### config.mk
export PLATFORM = sky130hd
export DESIGN_NAME = multiplier_radix_signed
export DESIGN_NICKNAME = d
export VERILOG_FILES = /design/src/rtl/multiplier_radix_signed.sv
export SDC_FILE = /design/constraint.sdc
export NUM_CORES = 1
export LEC_CHECK = 0
export BUFFER_PORTS_ARGS = -buffer_cell sky130_fd_sc_hd__buf_2
export CAP_MARGIN = 5
export CORE_ASPECT_RATIO = 0.8
export CORE_MARGIN = 2
export CORE_UTILIZATION = 57
export DETAILED_ROUTE_END_ITERATION = 8
export PLACE_DENSITY_LB_ADDON = 0.2
export SLEW_MARGIN = 0
export SYNTH_ARGS = -nofsm -noshare
export SYNTH_HDL_FRONTEND = slang
export SYNTH_SLANG_ARGS = --single-unit
### constraint.sdc
create_clock -name clk -period 8.3 [get_ports clk]
set_input_delay 0.83 -clock clk [delete_from_list [all_inputs] [get_ports clk]]
set_output_delay 0.83 -clock clk [all_outputs]
set_load 0.01 [all_outputs]
### src/rtl/multiplier_radix_signed.sv
// Constant-time radix-2^DIGIT_BITS shift-add multiplier with per-operation
// unsigned / two's-complement selection and a start/busy/productDone handshake.
module multiplier_radix_signed #(
  parameter int WIDTH      = 32,
  parameter int DIGIT_BITS = 2
) (
  input  logic                 clk,
  input  logic                 rst,
  input  logic                 start,
  input  logic                 signed_mode,
  input  logic [WIDTH-1:0]     multiplier,
  input  logic [WIDTH-1:0]     multiplicand,
  output logic [2*WIDTH-1:0]   product,
  output logic                 productDone,
  output logic                 busy
);

  localparam int N  = WIDTH / DIGIT_BITS;
  localparam int CW = $clog2(N + 1);
  localparam int SW = 2 * WIDTH + 2;

  typedef enum logic [1:0] {IDLE, RUN, FIX} state_t;

  state_t          state;
  logic [WIDTH:0]  mreg;
  logic [SW-1:0]   addend;
  logic [SW-1:0]   sum;
  logic [CW-1:0]   cnt;
  logic            sign_neg;

  logic            a_neg;
  logic            b_neg;
  logic [WIDTH:0]  a_mag;
  logic [WIDTH:0]  b_mag;
  logic [SW-1:0]   partial;
  logic [SW-1:0]   sum_neg;

  // Magnitudes carry one extra bit so the most negative operand stays exact.
  always_comb begin
    a_neg = signed_mode & multiplier[WIDTH-1];
    b_neg = signed_mode & multiplicand[WIDTH-1];
    a_mag = a_neg ? ({1'b0, ~multiplier} + (WIDTH+1)'(1))
                  : {1'b0, multiplier};
    b_mag = b_neg ? ({1'b0, ~multiplicand} + (WIDTH+1)'(1))
                  : {1'b0, multiplicand};
  end

  // addend already sits at the current digit position, so the digit product
  // is just a sum of its bit-shifted copies.
  always_comb begin
    partial = '0;
    for (int unsigned b = 0; b < DIGIT_BITS; b++) begin
      if (mreg[b]) partial = partial + (addend << b);
    end
  end

  assign sum_neg = ~sum + SW'(1);

  always_ff @(posedge clk or posedge rst) begin
    if (rst) begin
      state       <= IDLE;
      mreg        <= '0;
      addend      <= '0;
      sum         <= '0;
      cnt         <= '0;
      sign_neg    <= 1'b0;
      product     <= '0;
      productDone <= 1'b0;
      busy        <= 1'b0;
    end else begin
      productDone <= 1'b0;
      case (state)
        IDLE: begin
          if (start) begin
            mreg     <= a_mag;
            addend   <= SW'(b_mag);
            sum      <= '0;
            cnt      <= '0;
            sign_neg <= a_neg ^ b_neg;
            busy     <= 1'b1;
            state    <= RUN;
          end
        end
        RUN: begin
          // Fixed N iterations regardless of operand value.
          sum    <= sum + partial;
          mreg   <= mreg >> DIGIT_BITS;
          addend <= addend << DIGIT_BITS;
          cnt    <= cnt + CW'(1);
          if (cnt == CW'(N - 1)) state <= FIX;
        end
        FIX: begin
          product     <= sign_neg ? sum_neg[2*WIDTH-1:0] : sum[2*WIDTH-1:0];
          productDone <= 1'b1;
          busy        <= 1'b0;
          cnt         <= '0;
          state       <= IDLE;
        end
        default: state <= IDLE;
      endcase
    end
  end

endmodule
==> results of run 1 <==
-- logic make-up (layout without fill, tap and decap cells) --
logic type,Yosys count,after routing,share of synthesized area
AO/OA/AOI/OAI,930,930,0.2878
AND/OR/NAND/NOR,791,791,0.1863
XOR/XNOR,254,254,0.1084
buffers and inverters,242,273,0.04648
flip-flops,235,235,0.2867
adder cells (fa/ha/maj),111,111,0.06831
multiplexers,30,30,0.01592
-- worst min path at each step --
stage                      from     endpoint  depth (start not counted)
floorplan              mreg[31]     mreg[31]                          2
global placement     product[2]   product[2]                          2
detailed placement  product[53]  product[53]                          2
CTS                 product[53]  product[53]                          2
global route        product[42]  product[42]                          2
finish                      rst   product[8]                          2
-- state kept, by name, indices dropped and copies added (netlist names) --
name and flops:
addend 64, product 64, sum 64, mreg 33, cnt 5, state 2, busy 1, productDone 1
sign_neg 1
-- synth_stat cells, drive strengths merged (13+ instances only) --
| library cell | instances |
|---|---|
| a211oi | 15 |
| a21o | 54 |
| a21oi | 174 |
| a22o | 44 |
| a22oi | 75 |
| a31oi | 18 |
| and2 | 48 |
| and3 | 16 |
| buf | 22 |
| clkbuf | 147 |
| dfrtp | 235 |
| ha | 108 |
| inv | 73 |
| mux2 | 21 |
| nand2 | 370 |
| nand2b | 23 |
| nand3 | 27 |
| nand3b | 13 |
| nand4 | 23 |
| nor2 | 116 |
| nor2b | 18 |
| nor3 | 32 |
| nor4 | 21 |
| o211ai | 15 |
| o21ai | 337 |
| o21bai | 18 |
| o22ai | 19 |
| o31ai | 39 |
| o41ai | 22 |
| or2 | 13 |
| or3 | 25 |
| or4 | 15 |
| xnor2 | 116 |
| xor2 | 138 |
-- area by class of cell --
cell class / count / share of cell area
clock buffers: 36 / 0.03199
clock inverters: 10 / 0.004020
well taps: 480 / 0.02718
flip-flops and latches: 235 / 0.2664
inverters: 73 / 0.01274
repair buffers: 154 / 0.03782
multi-input cells: 2116 / 0.6199
-- routing by layer --
layer  GRT usage  wire [microns]
met5           0               0
met4     0.04538             788
met3     0.04754            5036
met2      0.4116           22240
met1      0.4974           29320
-- metrics by stage --
step	std cells	power [W]
3_3_place_gp	3058	0.005892
6_report	3104	0.007153
5_1_grt	3104	0.007730
2_1_floorplan	2593	0.004935
3_5_place_dp	3058	0.005988
4_1_cts	3104	0.007102
-- power breakdown --
group / switching (W) / leakage (nW) / internal, W / total [W]
combinational: 0.00223 / 6.00 / 0.00148 / 0.00371
sequential: 0.000750 / 3.08 / 0.00160 / 0.00235
clock: 0.000470 / 0.392 / 0.000626 / 0.00110
==> results.sh, run 1 <==
export IMPL_synth_warnings=0
export IMPL_async_reset_ff_frac=1.000
export IMPL_tightest_slew_ns=0.9828
export IMPL_nets=2783
export IMPL_crit_required_ns=8.72
export IMPL_synth_main_ff_cell="dfrtp_1"
export IMPL_grt_ovfl_total=0
export IMPL_final_area_sq_um=22100
export IMPL_grt_antenna_before_repair=0
export IMPL_drtIter0Drc=2276
export IMPL_synth_edf_count=0
export IMPL_leakage_nw=9.477
export IMPL_cts_setup_buffers=0
export IMPL_num_antenna_cells=0
export IMPL_die_area_sq_um=37530
export IMPL_arrival_ns=7.76
export IMPL_crit_buf_inv=3
export IMPL_startpoint_type="flip-flop"
export IMPL_clkSinkCount=235
export IMPL_cts_hold_buf=0
export IMPL_multi_input_area_sq_um=13700
export IMPL_fillers=3167
export IMPL_cts_buffers=25
export IMPL_synth_net_count=2771
export IMPL_rows=62
export IMPL_synth_area_sq_um=20510
export IMPL_timing_setup_critical_path_class="reg -> reg"
export IMPL_die_h_microns=173.7
export IMPL_io_buffer_count=133
export IMPL_path_delay_family="compound AO/OA/AOI/OAI gates"
export IMPL_ant_nets=0
export IMPL_cts_resized=0
export IMPL_synth_area_per_cell_sq_um=7.911
export IMPL_status="finished clean"
export IMPL_placed_area_sq_um=21300
export IMPL_clock_skew_ns=0.01582
export IMPL_final_util=0.6193
export IMPL_h_tree_depth=1
export IMPL_ys_seq_elements=235
export IMPL_regArea_sq_um=5887
export IMPL_drc=0
export IMPL_critPathCaptureType="flip-flop"
export IMPL_setup_slack_ns=0.9613
export IMPL_grt_max_degree=129
export IMPL_dpl_hpwl_microns=43210
export IMPL_clk_insertion_delay_late_ns=0.55
export IMPL_cp_slowest_stage_delay_ns=0.79
export IMPL_via_count=19550
export IMPL_cp_slowest_cell="o311ai_0"
export IMPL_r2r_setup_slack_ns=0.96
export IMPL_finalSetupTns_ns=0
export IMPL_clk_pin_slew_ns=0.07
export IMPL_setup_viol=0
export IMPL_crit_end="sum[63]"
export IMPL_clk_path_buf_depth=3
export IMPL_coreArea_sq_um=35680
export IMPL_synth_top_area_share=0.2867
export IMPL_crit_chain="buf_12 > and2_1 > maj3_1 > nand3_1 > a2111oi_0 > a211oi_1 > o41ai_1 > buf_4 > a221oi_1 > o41ai_1 > a21oi_1 > xnor2_1 > mux2_2 > ha_1 > nand4_1 > inv_1 > a221oi_1 > o21ai_0 > a21oi_1 > nand2_1 > o311ai_0 > nor4_1 > a2111oi_0 > nand2_1"
export IMPL_vias_per_cell=6.299
export IMPL_area_growth_pct=7.734
export IMPL_gp_congestion=0.9819
export IMPL_r2r_start="mreg[0]"
export IMPL_cp_startpoint="mreg[0]"
export IMPL_tritoncts="done"
export IMPL_seq_area_frac_synth=0.2867
export IMPL_cp_max_fo=116
export IMPL_wl_microns=57380
export IMPL_cap_violations=0
export IMPL_first_global_vias=17570
export IMPL_rsz0062_at_grt="false"
export IMPL_min_path_type="in -> async"
export IMPL_start_util=0.5749
export IMPL_synth_cells=2593
export IMPL_place_ws_ns=1.167
export IMPL_synth_distinct_cells=87
export IMPL_dr_pass1_iters=6
export IMPL_grt_pass1_wl_microns=93490
export IMPL_cts_root_buf="clkbuf_16"
export IMPL_fmax_mhz=136.3
export IMPL_timing_final_crit_share=0.8842
export IMPL_synth_area_leader_cell="dfrtp_1"
export IMPL_grt_usage=0.3012
export IMPL_fp_dieW_microns=216.1
export IMPL_layout_commonest_cell="nand2_1"
export IMPL_cp_depth=24
export IMPL_rr_worst_depth=24
export IMPL_hold_viol=0
export IMPL_peakVddDrop_uv=197.0
export IMPL_cellPowerDensity_nw_per_um2=323.7
export IMPL_layout_common_cells="370 x nand2_1, 333 x o21ai_0, 232 x dfrtp_1"
export IMPL_pin_count=134
export IMPL_drv_slew=0
export IMPL_slew_headroom=0.3448
export IMPL_drive_gt1_frac=0.09604
export IMPL_route_detailed_wl_per_inst_microns=18.49
export IMPL_holdWs_ns=0.4446
export IMPL_reg2reg_to="sum[63]"
export IMPL_min_period_ns=7.339
export IMPL_synthTopCellsByArea="dfrtp_1 29%, o21ai_0 8.1%, nand2_1 6.8%"
No activity file was read; power rests on OpenSTA's default activity.
==> run 2: changes to the inputs <==
==> constraint.sdc (replaced) <==
create_clock -name clk -period 8.3 [get_ports clk]
set_input_delay 1.66 -clock clk [delete_from_list [all_inputs] [get_ports clk]]
set_output_delay 1.66 -clock clk [all_outputs]
set_load 0.01 [all_outputs]
==> run 2 against run 1 <==
Clock power grew 13%. Maximum frequency increased by 0.45%. Sequential power about the same. Utilization is 0.37 points higher. Hold slack better by 0.025 ns. Sequential share of layout area fell by 0.16 points. Clock-buffer cell count unchanged. Critical path depth stayed put. Die area is the same. Cell area increased by 0.59%.
==> results.sh, run 2 (synthesized netlist as in run 1, its figures left out) <==
export IMPL_layout_common_cells="370 x nand2_1, 333 x o21ai_0, 232 x dfrtp_1"
export IMPL_cts_setup_buffers=0
export IMPL_slew_headroom=0.3462
export IMPL_cp_max_fo=116
export IMPL_via_count=19640
export IMPL_final_area_sq_um=22230
export IMPL_status="finished clean"
export IMPL_grt_ovfl_total=0
export IMPL_tritoncts="done"
export IMPL_drive_gt1_frac=0.09714
export IMPL_cts_buffers=26
export IMPL_hold_viol=0
export IMPL_clk_insertion_delay_late_ns=0.55
export IMPL_startpoint_type="flip-flop"
export IMPL_drtIter0Drc=2127
export IMPL_cts_resized=0
export IMPL_cellPowerDensity_nw_per_um2=329.1
export IMPL_grt_antenna_before_repair=0
export IMPL_cp_slowest_stage_delay_ns=0.77
export IMPL_place_inst=3057
export IMPL_ant_nets=0
export IMPL_stdcell_count=3105
export IMPL_area_growth_pct=8.374
export IMPL_grt_pass1_wl_microns=93900
export IMPL_coreArea_sq_um=35680
export IMPL_io_buffer_count=133
export IMPL_die_area_sq_um=37530
export IMPL_p_int_w=0.003838
export IMPL_rows=62
export IMPL_grt_usage=0.3012
export IMPL_multi_input_area_sq_um=13700
export IMPL_min_period_ns=7.306
export IMPL_dr_pass1_iters=6
export IMPL_placed_area_sq_um=21310
export IMPL_pin_count=134
export IMPL_arrival_ns=7.74
export IMPL_dpl_hpwl_microns=43010
export IMPL_fmax_mhz=136.9
export IMPL_timing_final_crit_share=0.8802
export IMPL_final_util=0.6230
export IMPL_layout_commonest_cell="nand2_1"
export IMPL_start_util=0.5749
export IMPL_crit_chain="buf_12 > and2_1 > maj3_1 > nand3_1 > a2111oi_0 > a211oi_1 > o41ai_1 > buf_4 > a221oi_1 > o41ai_1 > a21oi_1 > xnor2_1 > mux2_2 > ha_1 > nand4_1 > inv_1 > a221oi_1 > o21ai_0 > a21oi_1 > nand2_1 > o311ai_0 > nor4_1 > a2111oi_0 > nand2_1"
export IMPL_nets=2783
export IMPL_finalSetupTns_ns=0
export IMPL_switchingPower_w=0.003478
export IMPL_cap_violations=0
export IMPL_drv_slew=0
export IMPL_vias_per_cell=6.327
export IMPL_regArea_sq_um=5887
export IMPL_tightest_slew_ns=0.9807
export IMPL_num_antenna_cells=0
export IMPL_cts_hold_buf=0
export IMPL_reg_top3="addend (64), product (64), sum (64)"
export IMPL_fp_dieW_microns=216.1
export IMPL_rsz0062_at_grt="false"
export IMPL_critPathCaptureType="flip-flop"
export IMPL_clk_path_buf_depth=3
export IMPL_die_h_microns=173.7
export IMPL_switching_share=0.4754
export IMPL_power_frac_comb=0.510
export IMPL_clock_skew_ns=0.02669
export IMPL_drc=0
export IMPL_grt_max_degree=167
export IMPL_fillers=3184
export IMPL_wl_microns=57480
export IMPL_cp_slowest_cell="o311ai_0"
export IMPL_clk_pin_slew_ns=0.07
export IMPL_cts_root_buf="clkbuf_16"
export IMPL_leakage_nw=9.538
export IMPL_holdWs_ns=0.4699
export IMPL_min_path_type="reg -> reg"
export IMPL_crit_required_ns=8.73
export IMPL_h_tree_depth=1
export IMPL_p_seq_frac=0.320
export IMPL_timing_setup_critical_path_class="reg -> reg"
export IMPL_route_detailed_wl_per_inst_microns=18.51
export IMPL_clkSinkCount=235
export IMPL_peakVddDrop_uv=182.5
export IMPL_gp_congestion=0.9804
export IMPL_first_global_vias=17650
export IMPL_setup_viol=0
export IMPL_clockPowerShare=0.170
==> run 2: cell types whose count changed in the layout (fill, tap and decap cells not counted), sizes merged <==
cell,previous run,this run
buf,154,153
inv,75,74
bufinv,1,4
==> run 2: metrics by stage <==
stage	total power, W	worst slack (ns)
after floorplan	0.004935	0.1937
after global placement	0.005895	1.290
after detailed placement	0.005988	1.145
after CTS	0.007257	1.129
after global routing	0.007899	0.4612
final	0.007315	0.9943
==> run 2: per-layer routing <==
| metal | vias up | wire length, microns | GRT usage |
|---|---|---|---|
| li1 | 9483 | - | - |
| met1 | 9224 | 28880 | 0.4941 |
| met2 | 887 | 22460 | 0.4061 |
| met3 | 50 | 5626 | 0.06456 |
| met4 | 0 | 517 | 0.03653 |
| met5 | - | 0 | 0 |
==> run 2: final cells by class <==
type	instances	share of cell area
repair buffers	153	0.03782
well taps	480	0.02701
flip-flops and latches	235	0.2648
clock inverters	12	0.007767
clock buffers	36	0.03371
multi-input cells	2116	0.6162
inverters	73	0.01266
==> run 2: path summary, 6_finish.rpt <==
check                            start           to  slack (ns)  cells after the start
setup / recovery               mreg[0]      sum[63]        0.99                     24
hold / removal             product[13]  product[13]        0.47                      2
setup reg to reg               mreg[0]      sum[63]        0.99                     24
hold reg to reg            product[13]  product[13]        0.47                      2
max in group asynchronous          rst     sign_neg        5.75                      3
min in group asynchronous          rst   product[5]        1.14                      2
==> run 2: worst max-delay path: cells and delay by family (launching register included) <==
kind | cells | cell delay [ns]
mux | 1 | 0.30
buf+inv | 3 | 0.65
flops | 1 | 0.67
xor+xnor | 1 | 0.14
simple gates | 6 | 0.86
fa+ha+maj | 2 | 0.71
compound gates | 11 | 3.81
==> run 2: power by group through the flow <==
| stage | sequential, W | combinational, W | clock [W] |
|---|---|---|---|
| 5_1_grt | 0.00242 | 0.00416 | 0.00131 |
| 3_5_place_dp | 0.00234 | 0.00365 | 0 |
| 2_1_floorplan | 0.00202 | 0.00292 | 0 |
| 4_1_cts | 0.00232 | 0.00368 | 0.00126 |
| 3_3_place_gp | 0.00231 | 0.00358 | 0 |
| 6_report | 0.00234 | 0.00373 | 0.00124 |
